File: config.mk
export PLATFORM = sky130hd
export DESIGN_NAME = uart_rx_fifo
export DESIGN_NICKNAME = d
export VERILOG_FILES = /design/src/rtl/uart_rx_fifo.sv
export SDC_FILE = /design/constraint.sdc
export NUM_CORES = 1
export LEC_CHECK = 0
export ABC_AREA = 1
export CORE_MARGIN = 2
export CORE_UTILIZATION = 55
export CTS_BUF_LIST = sky130_fd_sc_hd__clkbuf_16
export CTS_CLUSTER_SIZE = 24
export DETAILED_ROUTE_END_ITERATION = 7
export GPL_TIMING_DRIVEN = 0
export PLACE_DENSITY = 0.74
export SYNTH_ARGS = -nofsm -noshare
export SYNTH_HDL_FRONTEND = slang
export SYNTH_SLANG_ARGS = --single-unit
File: constraint.sdc
create_clock -name clk -period 6 [get_ports clk]
set_clock_uncertainty 0.1 [all_clocks]
set_input_delay 0.6 -clock clk [delete_from_list [all_inputs] [get_ports clk]]
set_output_delay 0.6 -clock clk [all_outputs]
set_load 0.02 [all_outputs]
File: src/rtl/uart_rx_fifo.sv
// -----------------------------------------------------------------------------
// uart_rx_fifo
//
// Purpose:
//   Receive-side byte buffer that sits directly behind the UART receiver.
//   Each receiver done pulse writes one byte into a circular FIFO. A consumer
//   (the host bus or the TX loopback path) pops bytes from the other side.
//   The block reports fill level and a sticky overrun flag, so a byte dropped
//   because the FIFO was full is never lost silently.
//
// Configuration macro:
//   FIFO_FWFT_EN  defined   -> first-word-fall-through read port
//                 undefined -> registered read port with 1-cycle latency
//                              (default build)
//
// Parameters:
//   DATA_W       width of each stored entry (one UART byte)
//   ADDR_W       log2 of FIFO depth (depth = 2**ADDR_W)
//
// Ports:
//   clk          system clock, rising edge
//   rst          asynchronous active-low reset
//   push         write strobe (receiver done pulse), one entry per high cycle
//   push_data    byte written when push=1
//   pop          read strobe / acknowledge from the consumer
//   pop_data     read data
//   pop_valid    pop_data qualifier
//   empty        FIFO holds no entries
//   full         FIFO holds 2**ADDR_W entries
//   count        current occupancy, 0..2**ADDR_W
//   overrun      sticky, a push was dropped because the FIFO was full
//   overrun_clr  clears overrun (a same-cycle drop wins)
// -----------------------------------------------------------------------------
module uart_rx_fifo #(
    parameter int DATA_W = 8,
    parameter int ADDR_W = 4
) (
    input  logic              clk,
    input  logic              rst,
    input  logic              push,
    input  logic [DATA_W-1:0] push_data,
    input  logic              pop,
    output logic [DATA_W-1:0] pop_data,
    output logic              pop_valid,
    output logic              empty,
    output logic              full,
    output logic [ADDR_W:0]   count,
    output logic              overrun,
    input  logic              overrun_clr
);

    localparam int DEPTH = 1 << ADDR_W;

    // Pointers carry one extra wrap bit so full and empty can be told apart
    // when the address bits match.
    logic [ADDR_W:0]   wr_ptr;
    logic [ADDR_W:0]   rd_ptr;
    logic [ADDR_W-1:0] wr_addr;
    logic [ADDR_W-1:0] rd_addr;

    logic [DATA_W-1:0] mem [DEPTH];

    logic rd_acc;
    logic wr_acc;
    logic drop;

    assign wr_addr = wr_ptr[ADDR_W-1:0];
    assign rd_addr = rd_ptr[ADDR_W-1:0];

    // Status is derived from registered pointers only; push/pop never reach
    // these outputs combinationally.
    assign empty = (wr_ptr == rd_ptr);
    assign full  = (wr_addr == rd_addr) && (wr_ptr[ADDR_W] != rd_ptr[ADDR_W]);
    assign count = wr_ptr - rd_ptr;

    // A pop on a full FIFO frees a slot in the same cycle, so a simultaneous
    // push is still accepted and lands in the slot being vacated.
    assign rd_acc = pop && !empty;
    assign wr_acc = push && (!full || rd_acc);
    assign drop   = push && full && !rd_acc;

    always_ff @(posedge clk or negedge rst) begin
        if (!rst) begin
            wr_ptr <= '0;
            rd_ptr <= '0;
        end else begin
            if (wr_acc) begin
                wr_ptr <= wr_ptr + 1'b1;
            end
            if (rd_acc) begin
                rd_ptr <= rd_ptr + 1'b1;
            end
        end
    end

    // Storage is not reset; contents behind rd_ptr are never observed.
    always_ff @(posedge clk) begin
        if (wr_acc) begin
            mem[wr_addr] <= push_data;
        end
    end

    always_ff @(posedge clk or negedge rst) begin
        if (!rst) begin
            overrun <= 1'b0;
        end else if (drop) begin
            overrun <= 1'b1;
        end else if (overrun_clr) begin
            overrun <= 1'b0;
        end
    end

`ifdef FIFO_FWFT_EN
    // Head entry is presented whenever the FIFO is non-empty; pop is an
    // acknowledge that advances to the next word on the following cycle.
    assign pop_data  = empty ? '0 : mem[rd_addr];
    assign pop_valid = !empty;
`else
    // Registered read: data is captured on the accepted pop edge and held
    // until the next accepted pop; pop_valid is a single-cycle pulse.
    logic [DATA_W-1:0] rd_data_q;
    logic              rd_valid_q;

    always_ff @(posedge clk or negedge rst) begin
        if (!rst) begin
            rd_data_q  <= '0;
            rd_valid_q <= 1'b0;
        end else begin
            rd_valid_q <= rd_acc;
            if (rd_acc) begin
                rd_data_q <= mem[rd_addr];
            end
        end
    end

    assign pop_data  = rd_data_q;
    assign pop_valid = rd_valid_q;
`endif

endmodule

==> results of run 1 <==
[flip-flops by register name, summed over array words and instances, names as in the netlist]
| name | cells |
|---|---|
| mem | 128 |
| pop_data | 8 |
| rd_ptr | 5 |
| overrun | 1 |
| wr_ptr | 5 |
| pop_valid | 1 |
[critical path, delay by kind of cell, from the launching register on]
family,cells,cell delay (ns)
DFF,1,0.37
xor gates and xnor gates,1,0.13
adders and majority gates,1,0.41
AOI/OAI and AO/OA,1,0.17
and+or+nand+nor,1,0.08
buffers and inverters,4,1.33
[placed cells by master, fill, tap and decap left out]
cell and instances:
clkbuf_16 17, o21ai_0 3, clkinvlp_4 2, buf_6 1, clkinv_2 6, nor2_1 33, buf_2 18, buf_4 3
edfxtp_1 128, nand2_1 172, clkbuf_1 3, nand2_4 2, nand3_1 96, clkinv_1 3, dfrtp_1 20, xor2_1 9
fa_1 1, inv_4 1, bufinv_16 3, nand2_2 7, inv_2 3, inv_1 95, o21ai_1 2, nor2_4 1
clkdlybuf4s50_1 29, ha_1 9, a21oi_1 18, nor2_2 1
[metal layers]
layer / track usage (%) / part of all wire, % / up-vias
met5: 0 / 0 / -
met4: 9.756 / 1.7 / 0
met3: 5.088 / 7.1 / 26
met2: 40.36 / 49 / 156
met1: 32.85 / 42 / 2176
li1: - / - / 2130
[cells by family after synthesis]
group	synth area share, %
compound gates	1.767
buf+inv	7.818
xor+xnor	1.210
flops	66.69
fa+ha+maj	2.036
simple gates	20.48
[report_power, final]
| part | leakage [nW] | switching (mW) | internal, mW | total (mW) |
|---|---|---|---|---|
| Combinational | 1.54 | 0.964 | 0.516 | 1.48 |
| Sequential | 1.39 | 0.0799 | 1.27 | 1.35 |
| Clock | 0.288 | 0.386 | 0.640 | 1.03 |
| Total | 3.22 | 1.43 | 2.43 | 3.86 |
[final timing paths]
kind | startpoint | to | slack, ns | depth (start not counted)
min reg2reg | overrun$_DFFE_PN0P_ | overrun$_DFFE_PN0P_ | 0.44 | 2
max in group asynchronous | rst | rd_ptr[2]$_DFFE_PN0P_ | 4.62 | 1
min | overrun$_DFFE_PN0P_ | overrun$_DFFE_PN0P_ | 0.44 | 2
max | rd_ptr[2]$_DFFE_PN0P_ | count[3] | 2.39 | 8
min in group asynchronous | rst | pop_data[0]$_DFFE_PN0P_ | 0.61 | 1
max reg2reg | rd_ptr[2]$_DFFE_PN0P_ | mem[5][6]$_DFFE_PP_ | 2.75 | 13
[area by class of cell]
class	instances	area share (%)
Sequential cell	148	57.50
Clock inverter	14	1.938
Clock buffer	17	5.631
Timing Repair Buffer	29	3.842
Tap cell	143	2.368
Inverter	99	4.952
Buffer	25	1.789
Multi-Input combinational cell	354	21.98
==> results by stage, run 1 <==
Logic synthesis:
- Counting distinct cell types in the post-synthesis netlist gives 23.
- The post-synthesis area per instance is roughly 10 µm².
- Sorting the synthesized cells by area gives the leading types as edfxtp_1, nand2_1, dfrtp_1.
- The post-synth design cell area is 0.006514 mm².
- In this run the biggest area consumer among cell types represents 59.01% of the synthesized area.
- Counting flops with an async set or reset pin after synthesis yields a share of 13.51%.
- The part of the Yosys area used for sequential elements is 66.69%.
- The cell accounting for the most synthesized area is edfxtp_1.
- For this run, the leading register cell type out of synthesis is edfxtp_1.
- After synthesis the netlist holds a flip-flop and latch count of roughly 150.
- The Yosys step of the flow raised 0 warnings.
- The number of nets handed over by synthesis was approximately 650.
- The number of synthesized flops with an enable pin is 128.
- The post-synthesis cell count is 626.
- In the post-synthesis netlist, the cell with the most instances is nand2_1.
- By count the netlist is led by nand2_1, edfxtp_1, nand3_1, inv_1, nor2_1.

CTS:
- TritonCTS built the clock tree.
- The H-tree was split into 4 levels.
- The clock insertion delay at the later pin of the skew report is approximately 0.42 ns.
- The number of setup buffers added after CTS is 0.
- The number of clock buffers added by TritonCTS is 17.
- The tree built by TritonCTS fans out to 148 sinks.
- Buffers inserted to repair hold after CTS numbered 0.
- The number of gates resized after CTS was 0.
- The maximum root-to-sink buffer count is 2.
- The buffer cell driving the clock tree root is clkbuf_16.
- Clock-pin slew was measured on the worst setup and hold paths at 0.05 ns.

Critical path:
- Walking the worst path, the cells encountered are buf_2 -> inv_1 -> clkbuf_1 -> ha_1 -> a21oi_1 -> nand2_1 -> xor2_1 -> clkdlybuf4s50_1.
- In this run the worst path has a maximum fanout of 10.
- At the worst endpoint, the arrival time is between 2 and 3 ns.
- The required time reported for the critical path endpoint is between 5 and 6 ns.
- The critical path is of the reg -> out type.
- The peak per-stage delay on the critical path is 0.61 ns.
- The launching element type of the critical path is a flop.
- The cell with the largest stage delay on the worst path is clkdlybuf4s50_1.
- The endpoint kind of the worst setup timing path is a primary output.

Final layout:
- The number of diodes is 0.
- Of the cells placed in the final design, the portion with a size suffix greater than 1 is around a tenth.
- The final design instance area without fill is 0.007555 mm².
- The net count of the finished layout is 697.
- Once layout is complete, the utilization of the core stands at about two thirds.
- Across the whole layout, storage elements account for 0.004344 mm².
- Fill cells in the final layout number 873.
- The combined area of the multi-input logic cells is 0.001660 mm².
- The area growth from synthesis to layout is 15.98%.
- The number of cells in the finished layout apart from fillers is 829.

STA:
- The number of max-slew violations in the final report is 0.
- The setup TNS is 0 ns.
- In this run the tightest slew margin relative to its limit is 36.88%.
- The number of hold violations in the final report is 0.
- Static timing analysis puts the maximum clock frequency at 277.0 MHz.
- Across all setup checks in the final design, the least slack found is 2.389 ns.
- The part of the cycle the worst path needs is between 60% and 70%.
- The tightest hold path in the finished design has a slack of between 0.4 and 0.5 ns.
- Setup repair after global routing left no endpoint under its margin.
- For the pin with the worst max-slew slack, the measured transition is around 0.94 ns.
- The setup violation total in the final timing report is 0.
- The time the final worst path needs with I/O delays and setup is 3.611 ns.

GRT:
- After global routing the overflow that remains totals 0.
- Entering global routing, the biggest net connects 21 pins.
- The number of antenna violations at the first check in global routing is 0.
- The number of global-route vias before repair is 4323.
- The overall routing resource usage is 24.70%.
- The global-route wire length before repair is 23010 µm.

Floorplan:
- The die width is 112.8 µm.
- The die is 112.8 µm tall.
- The die covers 0.01273 mm².
- The effective utilization at floorplan is between 50% and 60%.
- The core region is 0.01147 mm².
- After floorplanning, the core was divided into 39 placement rows.
- The boundary pin count is 30.

Placement:
- The setup slack after placement is 2.699 ns.
- After detailed placement, the total cell area comes to 0.006983 mm².
- The number of I/O port buffers is 29.
- Routability-driven placement finished with a final weighted congestion of 0.8229.
- Including well taps, the total number of placed cells is 798.
- The sum of net half-perimeters after detailed placement is around 10000 µm.

Min path:
- The path class of the tightest hold or removal check is reg -> reg.

Flow run:
- The count of max-cap constraint violations is 0.

Detailed routing:
- The residual antenna-violating net count after detailed routing is 0.
- In the final routed layout, each cell accounts on average for around 18 µm.
- After detailed routing, the number of remaining DRC violations is 0.
- For this block, the initial DRC count from the detailed router was 330.
- Across all layers, the routed design uses 4488 vias.
- The via count normalized by instance count is 5.414.
- The number of iterations in the first detailed-routing pass is 5.
- The final layout contains routed wiring with a total length of 14880 µm.

Power and ir drop:
- For this design the ratio of total power to cell area is 510.4 mW/mm².
- In this run the static leakage power is 3.219 nW.
- Overall power consumption after layout is estimated at 3.856 mW.
- Across the VDD grid, the largest voltage drop is 0.0003310 V.

Run status:
- The run finished with clean final reports.
Power figures use the tool's default switching activity.
==> run 2: changes to the inputs <==
==> constraint.sdc (replaced) <==
create_clock -name clk -period 3.6 [get_ports clk]
set_clock_uncertainty 0.1 [all_clocks]
set_input_delay 0.36 -clock clk [delete_from_list [all_inputs] [get_ports clk]]
set_output_delay 0.36 -clock clk [all_outputs]
set_load 0.02 [all_outputs]
==> results of run 2 <==
The final DEF is identical to that of run 1. Status: finished, final reports clean.
Among the figures that moved: setup slack after placement 2.699 ns -> 0.2992 ns; clock-pin slew on the worst setup and hold paths 0.05 ns -> 0.06 ns; setup slack after layout 2.389 ns -> 0.2294 ns; hold slack 0.4390 ns -> 0.3680 ns; register-to-register setup slack 2.75 ns -> 0.35 ns; total power 3.856 mW -> 6.427 mW; worst IR drop on VDD 0.0003310 V -> 0.0005517 V
